--- src/rtl/fp_add_sub_pipe.sv ---
// fp_add_sub_pipe: three-stage pipelined floating-point adder/subtractor.
//   Stage 1 aligns operands and detects special values, stage 2 adds the extended
//   significands, stage 3 normalises, rounds to nearest even and packs the result.
//   Subnormal inputs and outputs are flushed to signed zero.
// Ports:
//   i_clk, i_rst_n           clock, synchronous active-low reset
//   i_valid / o_ready        operation handshake (o_ready low only while stalled)
//   i_operand_a/b, i_sub     operands, 0 = A+B, 1 = A-B
//   o_valid / i_ready        result handshake
//   o_result, o_flags        result word, {invalid, overflow, inexact}
//   i_tag / o_tag            sideband tag, present only when FP_ADDSUB_TAG_EN is defined
module fp_add_sub_pipe #(
   parameter int unsigned EXP_W = 8,
   parameter int unsigned MAN_W = 23,
   parameter int unsigned TAG_W = 4
) (
   input  logic                   i_clk,
   input  logic                   i_rst_n,
   input  logic                   i_valid,
   output logic                   o_ready,
   input  logic [EXP_W+MAN_W:0]   i_operand_a,
   input  logic [EXP_W+MAN_W:0]   i_operand_b,
   input  logic                   i_sub,
   output logic                   o_valid,
   input  logic                   i_ready,
   output logic [EXP_W+MAN_W:0]   o_result,
   output logic [2:0]             o_flags
`ifdef FP_ADDSUB_TAG_EN
   ,
   input  logic [TAG_W-1:0]       i_tag,
   output logic [TAG_W-1:0]       o_tag
`endif
);

   localparam int unsigned W     = 1 + EXP_W + MAN_W;
   localparam int unsigned SigW  = MAN_W + 4;            // hidden, fraction, G, R, S
   localparam int unsigned ShMax = MAN_W + 3;
   localparam int unsigned LzW   = $clog2(SigW + 1);
   localparam int unsigned EW    = ((EXP_W > LzW) ? EXP_W : LzW) + 2;
   localparam int unsigned ExpMax = (1 << EXP_W) - 1;

   if (EXP_W < 3 || MAN_W < 2 || TAG_W < 1) begin : g_bad_params
      $fatal(1, "fp_add_sub_pipe: illegal parameters");
   end

   logic w_adv;

   // ---------------- Stage 1: classify, swap, align ----------------
   logic             w_sign_a, w_sign_b, w_a_zero, w_b_zero;
   logic [EXP_W-1:0] w_exp_a, w_exp_b, w_exp_l, w_exp_s, w_diff;
   logic [MAN_W-1:0] w_frac_a, w_frac_b;
   logic             w_a_nan, w_b_nan, w_a_snan, w_b_snan, w_a_inf, w_b_inf;
   logic [W-2:0]     w_mag_a, w_mag_b, w_mag_l, w_mag_s;
   logic             w_swap, w_sign_l, w_sign_s;
   logic [SigW-1:0]  w_sig_l, w_sig_s, w_sig_s_al;
   logic [LzW-1:0]   w_sh;
   logic [2*SigW-1:0] w_al;
   logic             w_spec, w_spec_inv;
   logic [W-1:0]     w_spec_res, w_qnan;

   assign w_sign_a = i_operand_a[W-1];
   assign w_sign_b = i_operand_b[W-1] ^ i_sub;
   assign w_exp_a  = i_operand_a[W-2 -: EXP_W];
   assign w_exp_b  = i_operand_b[W-2 -: EXP_W];
   assign w_frac_a = i_operand_a[MAN_W-1:0];
   assign w_frac_b = i_operand_b[MAN_W-1:0];
   assign w_a_nan  = (&w_exp_a) & (|w_frac_a);
   assign w_b_nan  = (&w_exp_b) & (|w_frac_b);
   assign w_a_snan = w_a_nan & ~w_frac_a[MAN_W-1];
   assign w_b_snan = w_b_nan & ~w_frac_b[MAN_W-1];
   assign w_a_inf  = (&w_exp_a) & ~(|w_frac_a);
   assign w_b_inf  = (&w_exp_b) & ~(|w_frac_b);
   assign w_a_zero = ~(|w_exp_a);
   assign w_b_zero = ~(|w_exp_b);
   assign w_qnan   = {1'b0, {EXP_W{1'b1}}, 1'b1, {(MAN_W-1){1'b0}}};

   // Subnormals become zero magnitude here, so they behave as signed zeros below.
   assign w_mag_a  = w_a_zero ? '0 : i_operand_a[W-2:0];
   assign w_mag_b  = w_b_zero ? '0 : i_operand_b[W-2:0];
   assign w_swap   = w_mag_b > w_mag_a;
   assign w_mag_l  = w_swap ? w_mag_b : w_mag_a;
   assign w_mag_s  = w_swap ? w_mag_a : w_mag_b;
   assign w_sign_l = w_swap ? w_sign_b : w_sign_a;
   assign w_sign_s = w_swap ? w_sign_a : w_sign_b;
   assign w_exp_l  = w_mag_l[W-2 -: EXP_W];
   assign w_exp_s  = w_mag_s[W-2 -: EXP_W];
   assign w_sig_l  = {|w_exp_l, w_mag_l[MAN_W-1:0], 3'b000};
   assign w_sig_s  = {|w_exp_s, w_mag_s[MAN_W-1:0], 3'b000};
   assign w_diff   = w_exp_l - w_exp_s;
   assign w_sh     = (32'(w_diff) > ShMax) ? LzW'(ShMax) : LzW'(w_diff);
   // Lower half of the double-width shift catches every bit shifted out for sticky.
   assign w_al       = {w_sig_s, {SigW{1'b0}}} >> w_sh;
   assign w_sig_s_al = {w_al[2*SigW-1:SigW+1], w_al[SigW] | (|w_al[SigW-1:0])};

   always_comb begin
      w_spec     = 1'b0;
      w_spec_inv = 1'b0;
      w_spec_res = '0;
      if (w_a_nan || w_b_nan) begin
         w_spec     = 1'b1;
         w_spec_inv = w_a_snan | w_b_snan;
         w_spec_res = w_qnan;
      end else if (w_a_inf && w_b_inf) begin
         w_spec = 1'b1;
         if (w_sign_a != w_sign_b) begin
            w_spec_inv = 1'b1;
            w_spec_res = w_qnan;
         end else begin
            w_spec_res = {w_sign_a, {EXP_W{1'b1}}, {MAN_W{1'b0}}};
         end
      end else if (w_a_inf || w_b_inf) begin
         w_spec     = 1'b1;
         w_spec_res = {w_a_inf ? w_sign_a : w_sign_b, {EXP_W{1'b1}}, {MAN_W{1'b0}}};
      end
   end

   logic             r1_valid, r1_spec, r1_spec_inv, r1_sign, r1_eff_sub, r1_zsign;
   logic [W-1:0]     r1_spec_res;
   logic [EXP_W-1:0] r1_exp;
   logic [SigW-1:0]  r1_sig_l, r1_sig_s;

   // ---------------- Stage 2: add ----------------
   logic [SigW:0]    w_sum;
   logic             r2_valid, r2_spec, r2_spec_inv, r2_sign, r2_zsign;
   logic [W-1:0]     r2_spec_res;
   logic [EXP_W-1:0] r2_exp;
   logic [SigW:0]    r2_sum;

   // |l| >= |s| so the subtraction never goes negative.
   assign w_sum = r1_eff_sub ? ({1'b0, r1_sig_l} - {1'b0, r1_sig_s})
                             : ({1'b0, r1_sig_l} + {1'b0, r1_sig_s});

   // ---------------- Stage 3: normalise, round, pack ----------------
   logic [LzW-1:0]   w_lzc;
   logic [SigW-1:0]  w_norm;
   logic [EW-1:0]    w_exp_n, w_exp_r;
   logic             w_rnd_up, w_inexact;
   logic [MAN_W:0]   w_frac_r;
   logic [W-1:0]     w_result;
   logic [2:0]       w_flags;
   logic             r3_valid;
   logic [W-1:0]     r3_result;
   logic [2:0]       r3_flags;

   always_comb begin
      w_lzc = LzW'(SigW);
      for (int i = 0; i < int'(SigW); i++) begin
         if (r2_sum[i]) w_lzc = LzW'(int'(SigW) - 1 - i);
      end
   end

   always_comb begin
      if (r2_sum[SigW]) begin
         w_norm  = {r2_sum[SigW:2], r2_sum[1] | r2_sum[0]};
         w_exp_n = EW'(r2_exp) + EW'(1);
      end else begin
         w_norm  = r2_sum[SigW-1:0] << w_lzc;
         w_exp_n = EW'(r2_exp) - EW'(w_lzc);
      end
   end

   assign w_rnd_up  = w_norm[2] & (w_norm[1] | w_norm[0] | w_norm[3]);
   assign w_inexact = |w_norm[2:0];
   assign w_frac_r  = {1'b0, w_norm[SigW-2:3]} + (MAN_W+1)'(w_rnd_up);
   assign w_exp_r   = w_exp_n + EW'(w_frac_r[MAN_W]);

   always_comb begin
      w_result = '0;
      w_flags  = 3'b000;
      if (r2_spec) begin
         w_result = r2_spec_res;
         w_flags  = {r2_spec_inv, 2'b00};
      end else if (!w_norm[SigW-1]) begin
         // No leading one after normalisation means the sum was exactly zero.
         w_result = {r2_zsign, {(W-1){1'b0}}};
      end else if (w_exp_n[EW-1] || (w_exp_n == '0)) begin
         w_result = {r2_sign, {(W-1){1'b0}}};
         w_flags  = 3'b001;
      end else if (w_exp_r >= EW'(ExpMax)) begin
         w_result = {r2_sign, {EXP_W{1'b1}}, {MAN_W{1'b0}}};
         w_flags  = 3'b011;
      end else begin
         w_result = {r2_sign, w_exp_r[EXP_W-1:0], w_frac_r[MAN_W-1:0]};
         w_flags  = {2'b00, w_inexact};
      end
   end

   // ---------------- Pipeline control and registers ----------------
   assign w_adv   = ~(r3_valid & ~i_ready);
   assign o_ready = w_adv;
   assign o_valid = r3_valid;
   assign o_result = r3_result;
   assign o_flags  = r3_flags;

   always_ff @(posedge i_clk) begin
      if (!i_rst_n) begin
         r1_valid  <= 1'b0;
         r2_valid  <= 1'b0;
         r3_valid  <= 1'b0;
         r3_result <= '0;
         r3_flags  <= '0;
      end else if (w_adv) begin
         r1_valid <= i_valid;
         r2_valid <= r1_valid;
         r3_valid <= r2_valid;
         if (r2_valid) begin
            r3_result <= w_result;
            r3_flags  <= w_flags;
         end
      end
   end

   always_ff @(posedge i_clk) begin
      if (w_adv) begin
         r1_spec     <= w_spec;
         r1_spec_inv <= w_spec_inv;
         r1_spec_res <= w_spec_res;
         r1_sign     <= w_sign_l;
         r1_eff_sub  <= w_sign_l ^ w_sign_s;
         // Only two negative zeros can produce a negative exact zero.
         r1_zsign    <= w_sign_a & w_sign_b;
         r1_exp      <= w_exp_l;
         r1_sig_l    <= w_sig_l;
         r1_sig_s    <= w_sig_s_al;
         r2_spec     <= r1_spec;
         r2_spec_inv <= r1_spec_inv;
         r2_spec_res <= r1_spec_res;
         r2_sign     <= r1_sign;
         r2_zsign    <= r1_zsign;
         r2_exp      <= r1_exp;
         r2_sum      <= w_sum;
      end
   end

`ifdef FP_ADDSUB_TAG_EN
   logic [TAG_W-1:0] r1_tag, r2_tag, r3_tag;

   always_ff @(posedge i_clk) begin
      if (!i_rst_n) begin
         r3_tag <= '0;
      end else if (w_adv && r2_valid) begin
         r3_tag <= r2_tag;
      end
   end

   always_ff @(posedge i_clk) begin
      if (w_adv) begin
         r1_tag <= i_tag;
         r2_tag <= r1_tag;
      end
   end

   assign o_tag = r3_tag;
`endif

endmodule

--- config.mk ---
export PLATFORM = sky130hd
export DESIGN_NAME = fp_add_sub_pipe
export DESIGN_NICKNAME = d
export VERILOG_FILES = /design/src/rtl/fp_add_sub_pipe.sv
export SDC_FILE = /design/constraint.sdc
export NUM_CORES = 1
export LEC_CHECK = 0
export CAP_MARGIN = 15
export CORE_ASPECT_RATIO = 1.1
export CORE_MARGIN = 10
export CORE_UTILIZATION = 61
export CTS_CLUSTER_DIAMETER = 60
export DETAILED_ROUTE_END_ITERATION = 16
export PLACE_DENSITY = 0.83
export SLEW_MARGIN = 25
export SYNTH_ARGS = -nofsm -noshare
export SYNTH_HDL_FRONTEND = slang
export SYNTH_SLANG_ARGS = --single-unit
--- constraint.sdc ---
create_clock -name i_clk -period 9.8 [get_ports i_clk]
set_clock_uncertainty 0.1 [all_clocks]
set_input_delay 1.47 -clock i_clk [delete_from_list [all_inputs] [get_ports i_clk]]
set_output_delay 1.47 -clock i_clk [all_outputs]
set_load 0.01 [all_outputs]
After elaboration in Yosys (flattened, before gate mapping)
Cells that the tools add are included.

cells by class
  divide/modulo/power cells = 0
  reductions and logical operators = 17
  mux-type cells = 53
  equality and inequality tests = 1
  multiply operators = 0
  bitwise logic cells = 22
  $add $sub $neg = 7
  order comparisons = 3
  shifts and indexed selects = 2

operator list
  operator             count
  $mux 31              6
  $mux 32              5
  $mux 5               27
  $shr 54x5->54        1
  $reduce_or 23->1     2
  $reduce_or 8->1      4
  $gt 31x31->1         1
  $add 27x27->28       1
  $mux 28              1
  $sub 27x27->28       1
  $mux 27              1
  $reduce_or 27->1     1
  $shl 27x5->27        1
  $add 23x1->24        1
  $reduce_and 8->1     2
  $add 10x1->10        1
  $ge 10x8->1 const B  1
  $logic_not 10->1     1
  $mux 10              1
  $add 8x1->9 const B  1
  $and 1x1->1          9
  $sub 8x5->9          1
  $gt 8x5->1 const B   1
  $mux 1               8
  other kinds (12)     26

word-level totals
  output and inout port bits = 37
  logic and storage cells = 126
  RAM bits = 0
  latch bits = 0
  input bits = 69
  memories kept = 0
  ROM bits = 0
  flip-flop bits (word level) = 206

Logic depth before layout (Yosys ltp)
Gate-level depths: netlist of the first run.

  word-level depth = 39
  gate-level depth with buffers = 31
  depth with buffers taken out = 28

Worst setup path after synthesis of the first run
Ideal clock, no wire load.

  path type = input to register
  start = in i_operand_b[26]
  end = reg r1_sig_s[0] (data pin)
  stages on the path = 25
  data required time = 9.428 ns
  path buffers = 4
  library setup time = 0.272 ns
  arrival time = 7.017 ns
  setup slack = 2.411 ns
  cell sequence = nor4_1 nand2_1 clkbuf_1 and2_1 ha_1 nand4_1 nor4_1 nand4_1 a21boi_4 clkbuf_1 clkbuf_1 o21a_1 ha_1 nand2_1 o211ai_1 o21bai_2 a2111oi_4 o2bb2ai_4 nor2_2 buf_6 a311oi_4 nand4_1 a2111oi_2 o221ai_1 or4_1

on the way
  word-level cells in the longest chain between the ends = 10
  elaborated cells between the ends (all ways) = 12
  classes of those cells = 1 x add/sub; 2 x order compare; 1 x shift; 4 x mux; 1 x bitwise; 3 x reduce/logical

RTL lines
  what                               line    source
  start, declared                    22      input logic [EXP_W+MAN_W:0] i_operand_b,
  $reduce_or 8->1                    74      assign w_b_zero = ~(|w_exp_b);
  $mux 31 (*)                        79      assign w_mag_b = w_b_zero ? '0 : i_operand_b[W-2:0];
  $gt 31x31->1                       80      assign w_swap = w_mag_b > w_mag_a;
  $mux 31, on equally long branches  81, 82
  $sub 8x8->8                        89      assign w_diff = w_exp_l - w_exp_s;
  $gt 8x5->1                         90      assign w_sh = (32'(w_diff) > ShMax) ? LzW'(ShMax) : LzW'(w_diff);
  $mux 5                             90
  $shr 54x5->54 (*)                  92      assign w_al = {w_sig_s, {SigW{1'b0}}} >> w_sh;
  $reduce_or 27->1                   93      assign w_sig_s_al = {w_al[2*SigW-1:SigW+1], w_al[SigW] | (|w_al[SigW-1:0])};
  $or 1x1->1 (*)                     93
  net w_sig_s_al[0]                  55      logic [SigW-1:0] w_sig_l, w_sig_s, w_sig_s_al;
  end signal, assigned               224     r1_sig_s <= w_sig_s_al;
  end, declared                      120     logic [SigW-1:0] r1_sig_l, r1_sig_s;

Mark *: on every way through the listed nets, which the timed path passes. The rest lies on a longest branch.
A chain may end at the register's enable or synchronous reset.

Worst setup path after layout of the first run
  start = in i_operand_b[28]
  end = reg r1_sig_s[0] (data pin)

The elaborated chain is that of the path after synthesis.

==> results of run 1 <==
## placed cells by master (no fill, tap or decap), drive strengths merged, types with 17 or more instances in the layout
cell type / netlist / final
nor2b: 24 / 24
mux2i: 22 / 22
xor2: 22 / 22
ha: 91 / 91
nand3: 49 / 49
edfxtp: 108 / 108
a31oi: 32 / 32
clkdlybuf4s50: 0 / 105
buf: 18 / 25
o22ai: 20 / 20
dfxtp: 38 / 38
and2: 34 / 34
nand2: 222 / 222
a211oi: 19 / 19
nor4: 29 / 29
o21ai: 160 / 160
clkbuf: 89 / 17
a21oi: 132 / 132
nor2: 178 / 178
nand4: 27 / 27
o211ai: 19 / 19
nor3: 56 / 56
xnor2: 38 / 38
inv: 95 / 102
o21a: 21 / 21
## flip-flops by register name, summed over array words and instances (netlist names), 3 cells and up
signal and cells:
r2_spec_res 3, r1_exp 8, r1_sig_s 27, r2_sum 28, r1_spec_res 3, o_flags 3, o_result 32, r2_exp 8
r1_sig_l 24
## through the flow
step / hold slack (ps) / total power [mW] / setup WS (ps)
6_report: 321 / 3.54 / 905
4_1_cts: 322 / 3.45 / 1120
5_1_grt: 332 / 3.71 / 318
2_1_floorplan: 300 / 2.24 / 2410
3_3_place_gp: 303 / 2.77 / 730
3_5_place_dp: 305 / 2.79 / 652
## area by class of cell
cell class | instances | area [um^2] | share of cell area, %
multi-input cells | 1461 | 9510 | 59.1
flip-flops and latches | 146 | 4000 | 24.9
repair buffers | 130 | 1240 | 7.69
clock buffers | 17 | 425 | 2.64
well taps | 300 | 375 | 2.33
inverters | 97 | 364 | 2.26
clock inverters | 15 | 185 | 1.15
diodes | 1 | 2.50 | 0.0155
## cell families after synthesis
kind of cell / after synthesis / share of synthesized area [%]
flip-flops: 146 / 28.0
buffers and inverters: 204 / 5.52
AND/OR/NAND/NOR: 678 / 22.3
XOR/XNOR: 60 / 3.68
AO/OA/AOI/OAI: 582 / 27.4
multiplexers: 48 / 4.88
adder cells (fa/ha/maj): 93 / 8.25
## worst reg2reg max path, stage by stage (launching register included)
cell and delay [ps]:
edfxtp_1 530, nor2b_1 200, o21bai_1 160, a21oi_1 90, o21bai_1 220, a21oi_1 100, o21ai_1 180, a211o_1 430
nand2_2 400, mux4_2 560, o311ai_0 340, a32oi_1 550, nand4_1 250, nor4_1 580, nand4b_1 330, nor3b_1 400
ha_1 240, ha_1 180, nand3_1 120, a211oi_1 470, nand2_1 140, xor2_1 160, a21oi_1 400, o41a_1 370
or3b_1 460, nor2_1 170, nand2_1 220, o21ai_0 290
## power by group
part | internal (mW) | total [mW] | leakage (nW) | switching (mW)
Combinational | 0.717 | 1.89 | 4.28 | 1.18
Sequential | 0.799 | 0.989 | 1.50 | 0.189
Clock | 0.347 | 0.658 | 0.293 | 0.311
## path summary, 6_finish.rpt
| kind | startpoint | to | slack (ps) | depth (start not counted) |
|---|---|---|---|---|
| min reg2reg | r1_spec_res[30]$_SDFFCE_PP1N_ | r2_spec_res[30]$_DFFE_PN_ | 320 | 0 |
| max reg2reg | r2_sum[0]$_DFFE_PN_ | o_result[19]$_SDFFE_PN0P_ | 1070 | 27 |
| min | r1_spec_res[30]$_SDFFCE_PP1N_ | r2_spec_res[30]$_DFFE_PN_ | 320 | 0 |
| max | i_operand_b[28] | r1_sig_s[0]$_DFFE_PN_ | 900 | 21 |
## routing by layer
metal  global-route usage, %  share of wire (%)  up-vias
met5                       0                  0        -
met4                    21.7                7.0        0
met3                    5.91                8.4      231
met2                    54.0                 48     1015
met1                    35.1                 36     6909
li1                        -                  -     6834
==> impl_metrics.csv, run 1 <==
group,metric,value,unit
pwr,p_per_area,220,nW/um^2
placement,portBuffers,105,
critical_path,slowest_stage,"a221oi_1",
yosys,ys_top_cells_by_area,"edfxtp_1, ha_1, nand2_1",
yosys,synth_common_cells,"nand2_1, nor2_1, o21ai_0",
sta,min_period_over_period,90.8,%
sta,drv_slew,0,
yosys,synth_cell_types,103,
sta,tightest_slew,1100,ps
critical_path,endpoint_kind,"flop",
yosys,syn-num-nets,1973,
floorplanning,initial_core_util,62.3,%
sta,fmax,112,MHz
detailed_routing,postRouteAntennaNets,0,
pwr,p_leak,6.07,nW
placement,gp_congestion,1.08,
detailed_routing,drt_iter0_markers,1947,
yosys,yosys.area.top_type_share,22.7,%
detailed_routing,totalWireLength,50100,um
yosys,synthArstFlopShare,0,%
yosys,synth_area_per_cell,7.89,um^2
cts,cts.repair.resized,0,
floorplanning,io_pins,106,
floorplanning,coreArea,22900,um^2
yosys,ys_seq_area_share,28.0,%
global_routing,grt_first_pass_wirelength,78000,um
global_routing,grt_pass1_vias,14300,
global_routing,grt_overflow,0,
critical_path,arrival,8970,ps
detailed_routing,vias,15000,
sta,slew_headroom,26.5,%
finish,nets,2015,
yosys,synth_edf_count,108,
sta,finalCriticalPeriod,8900,ps
finish,area_delta_synth_final,12.8,%
yosys,syn_area,14300,um^2
detailed_routing,vias_per_cell,6.92,
placement,dp_hpwl,38600,um
cts,clk_latency,440,ps
floorplanning,die_width,166,um
run_status,status,"complete, no violations",
global_routing,track_usage,31.7,%
cts,postCtsSetupRepairBufs,0,
worst_hold_path,hold_class,"flop to flop",
placement,dp.cells,2134,
cts,tritoncts,"done",
detailed_routing,post_drt_wl_per_cell,23.1,um
cts,clkSlewWorstSetupHoldPaths,70,ps
cts,cts.path.max_buffers,2,
floorplanning,placementRows,58,
finish,fill_cells,1771,
cts,hold_buffers,0,
floorplanning,die_h,181,um
sta,finalSetupTns,0,ps
critical_path,cpPeakStageDelay,690,ps
run,maxCapViolCount,0,
yosys,syn_inst,1811,
yosys,ys_warn_count,0,
finish,fin_cells,2167,
sta,rsz0062_at_grt,"no",
floorplanning,fp.dieArea,30000,um^2
cts,cts_root_buf,"clkbuf_16",
cts,htree_levels,4,
finish,final_util,70.2,%
critical_path,crit_family,"compound AO/OA/AOI/OAI gates",
finish,drive_gt1_share,7.45,%
finish,fin_area,16100,um^2
cts,numCtsBuffers,17,
critical_path,required,9870,ps
detailed_routing,drc,0,
cts,cts_sinks,146,
critical_path,worstPathMaxFanout,23,
sta,setup_violations,0,
yosys,yosysTopAreaCell,"edfxtp_1",
global_routing,grt_max_degree,78,
detailed_routing,drt-pass1-iter-count,9,
critical_path,setup.worst_path.class,"input port to flop",
critical_path,cp-start-kind,"input port",
global_routing,grt_antenna_before_repair,0,
pwr,ir_worst_vdd,0.149,mV
yosys,ys.flop_type,"edfxtp_1",
critical_path,path_cells,"clkdlybuf4s50_1 > nor4_1 > nand2_1 > and2_1 > ha_1 > a211o_1 > a31oi_1 > o21ai_0 > o21a_2 > o21ai_4 > mux2_2 > o21bai_2 > a2111oi_4 > a2bb2oi_2 > nand3_1 > a221oi_1 > a22o_1 > a221o_1 > nand4b_1 > o41a_1 > or4_1",
yosys,yosys.cell_count.top_type,"nand2_1",
yosys,ys_ff_latch,146,
critical_path,critPathBufInv,1,
placement,dpl_cell_area,15500,um^2
sta,hold_viol,0,
Note: power is estimated with default switching activity, not from simulation.
==> run 2: changes to the inputs <==
GPL_ROUTABILITY_DRIVEN = 0   (was default)
==> impl_metrics.csv, run 2 (synthesis results as in run 1) <==
group,metric,value,unit
run_status,status,"complete, no violations",
floorplanning,die_width,166,um
detailed_routing,vias_per_cell,6.93,
pwr,total_power,3.48,mW
cts,cts.path.max_buffers,2,
critical_path,arrival,9120,ps
pwr,ir_worst_vdd,0.119,mV
floorplanning,die_h,181,um
sta,rsz0062_at_grt,"no",
sta,finalCriticalPeriod,9040,ps
cts,hold_buffers,0,
finish,area_delta_synth_final,12.2,%
floorplanning,placementRows,58,
cts,clk_latency,440,ps
placement,dp_hpwl,34600,um
sta,hold_ws,321,ps
finish,nets,2007,
cts,htree_levels,4,
cts,numCtsBuffers,17,
run,maxCapViolCount,0,
critical_path,cp-start-kind,"input port",
detailed_routing,postRouteAntennaNets,0,
sta,hold_viol,0,
critical_path,endpoint_kind,"flop",
critical_path,setup.worst_path.class,"input port to flop",
finish,largest_reg_flops,32,
pwr,combPwrFrac,52.6,%
worst_hold_path,min_from,"r1_zsign$_DFFE_PN_",
pwr,switching_power,1.61,mW
critical_path,rr_startpoint,"r2_sum[3]$_DFFE_PN_",
global_routing,grt_first_pass_wirelength,72900,um
finish,final_util,69.9,%
global_routing,grt_pass1_vias,14000,
detailed_routing,drc,0,
sta,finalSetupTns,0,ps
pwr,p_leak,6.03,nW
pwr,seqPwrFrac,28.3,%
global_routing,grt_max_degree,72,
worst_hold_path,min_delay_path_depth,0,
sta,slew_headroom,29.1,%
critical_path,r2r_setup_slack,1170,ps
detailed_routing,drt_iter0_markers,1937,
critical_path,required,9880,ps
cts,cts_sinks,146,
finish,final_common_cell,"nand2_1",
cts,cts_root_buf,"clkbuf_16",
finish,diodes,0,
placement,portBuffers,105,
cts,tritoncts,"done",
sta,tightest_slew,1050,ps
pwr,swShare,46.2,%
critical_path,r2r_end,"o_result[17]$_SDFFE_PN0P_",
worst_hold_path,hold_path_end,"r2_zsign$_DFFE_PN_",
pwr,internal_power,1.87,mW
global_routing,grt_overflow,0,
detailed_routing,post_drt_wl_per_cell,21.3,um
cts,clkSlewWorstSetupHoldPaths,70,ps
detailed_routing,drt-pass1-iter-count,7,
sta,fmax,111,MHz
sta,setup_violations,0,
cts,cts.repair.resized,0,
sta,drv_slew,0,
cts,postCtsSetupRepairBufs,0,
pwr,p_clk_share,19.0,%
floorplanning,initial_core_util,62.3,%
worst_hold_path,hold_class,"flop to flop",
pwr,p_per_area,217,nW/um^2
detailed_routing,vias,14900,
floorplanning,coreArea,22900,um^2
critical_path,worstPathMaxFanout,71,
detailed_routing,totalWireLength,46000,um
sta,min_period_over_period,92.3,%
global_routing,grt_antenna_before_repair,0,
finish,final_cell_mix,"nand2_1, nor2_1, o21ai_0",
finish,drive_gt1_share,6.94,%
floorplanning,fp.dieArea,30000,um^2
floorplanning,io_pins,106,
critical_path,r2r_cells,28,
global_routing,track_usage,29.1,%
==> run 2: metal layers <==
layer  vias up  part of all wire, %  global-route usage, %
met3       316                  9.9                   5.39
li1       6797                    -                      -
met5         -                    0                      0
met1      6747                   37                   34.2
met4         0                  7.3                   18.7
met2      1088                   46                   48.0
==> run 2: area by class of cell <==
| class | instances | area, um^2 |
|---|---|---|
| Fill cell | 1855 | 6900 |
| Multi-Input combinational cell | 1461 | 9520 |
| Inverter | 97 | 364 |
| Tap cell | 300 | 375 |
| Timing Repair Buffer | 122 | 1180 |
| Clock buffer | 17 | 425 |
| Clock inverter | 15 | 163 |
| Sequential cell | 146 | 4000 |
==> run 2: worst max path at each step <==
stage | start | endpoint | cells past startpoint
5_1_grt | i_operand_b[29] | r1_sig_s[0]$_DFFE_PN_ | 22
3_3_place_gp | i_operand_b[29] | r1_sig_s[0]$_DFFE_PN_ | 21
4_1_cts | i_operand_b[28] | r1_sig_s[0]$_DFFE_PN_ | 21
6_report | i_operand_b[29] | r1_sig_s[0]$_DFFE_PN_ | 22
2_1_floorplan | i_operand_b[26] | r1_sig_s[0]$_DFFE_PN_ | 25
3_5_place_dp | i_operand_b[28] | r1_sig_s[0]$_DFFE_PN_ | 21
==> run 2: stage by stage <==
stage          area, um^2  cells  setup WS [ps]
2_1_floorplan       14300   1811           2410
3_3_place_gp        15400   2126            845
3_5_place_dp        15400   2126            590
4_1_cts             16000   2158           1030
5_1_grt             16000   2158            438
6_report            16000   2158            758
==> run 2: power by group through the flow <==
| stage | clock network, mW | logic (mW) | registers [mW] |
|---|---|---|---|
| floorplan | 0 | 1.37 | 0.878 |
| global placement | 0 | 1.71 | 0.975 |
| detailed placement | 0 | 1.74 | 0.981 |
| CTS | 0.663 | 1.76 | 0.969 |
| global route | 0.690 | 1.98 | 0.992 |
| finish | 0.662 | 1.83 | 0.987 |
==> run 2: worst max-delay path, cell delays in order <==
cell and delay, ps:
clkdlybuf4s50_1 500, nor4_1 480, nand2_1 540, and2_1 390, ha_1 350, a211oi_2 100
a2111oi_0 400, o21a_1 220, o21ai_1 140, a21boi_4 190, buf_4 540, mux2i_1 490
o21ai_0 190, a31oi_1 290, o22ai_2 300, nor2_2 790, a22oi_1 150, o21ai_1 260
a21oi_1 90, mux2_2 330, o41a_1 420, or4_1 460
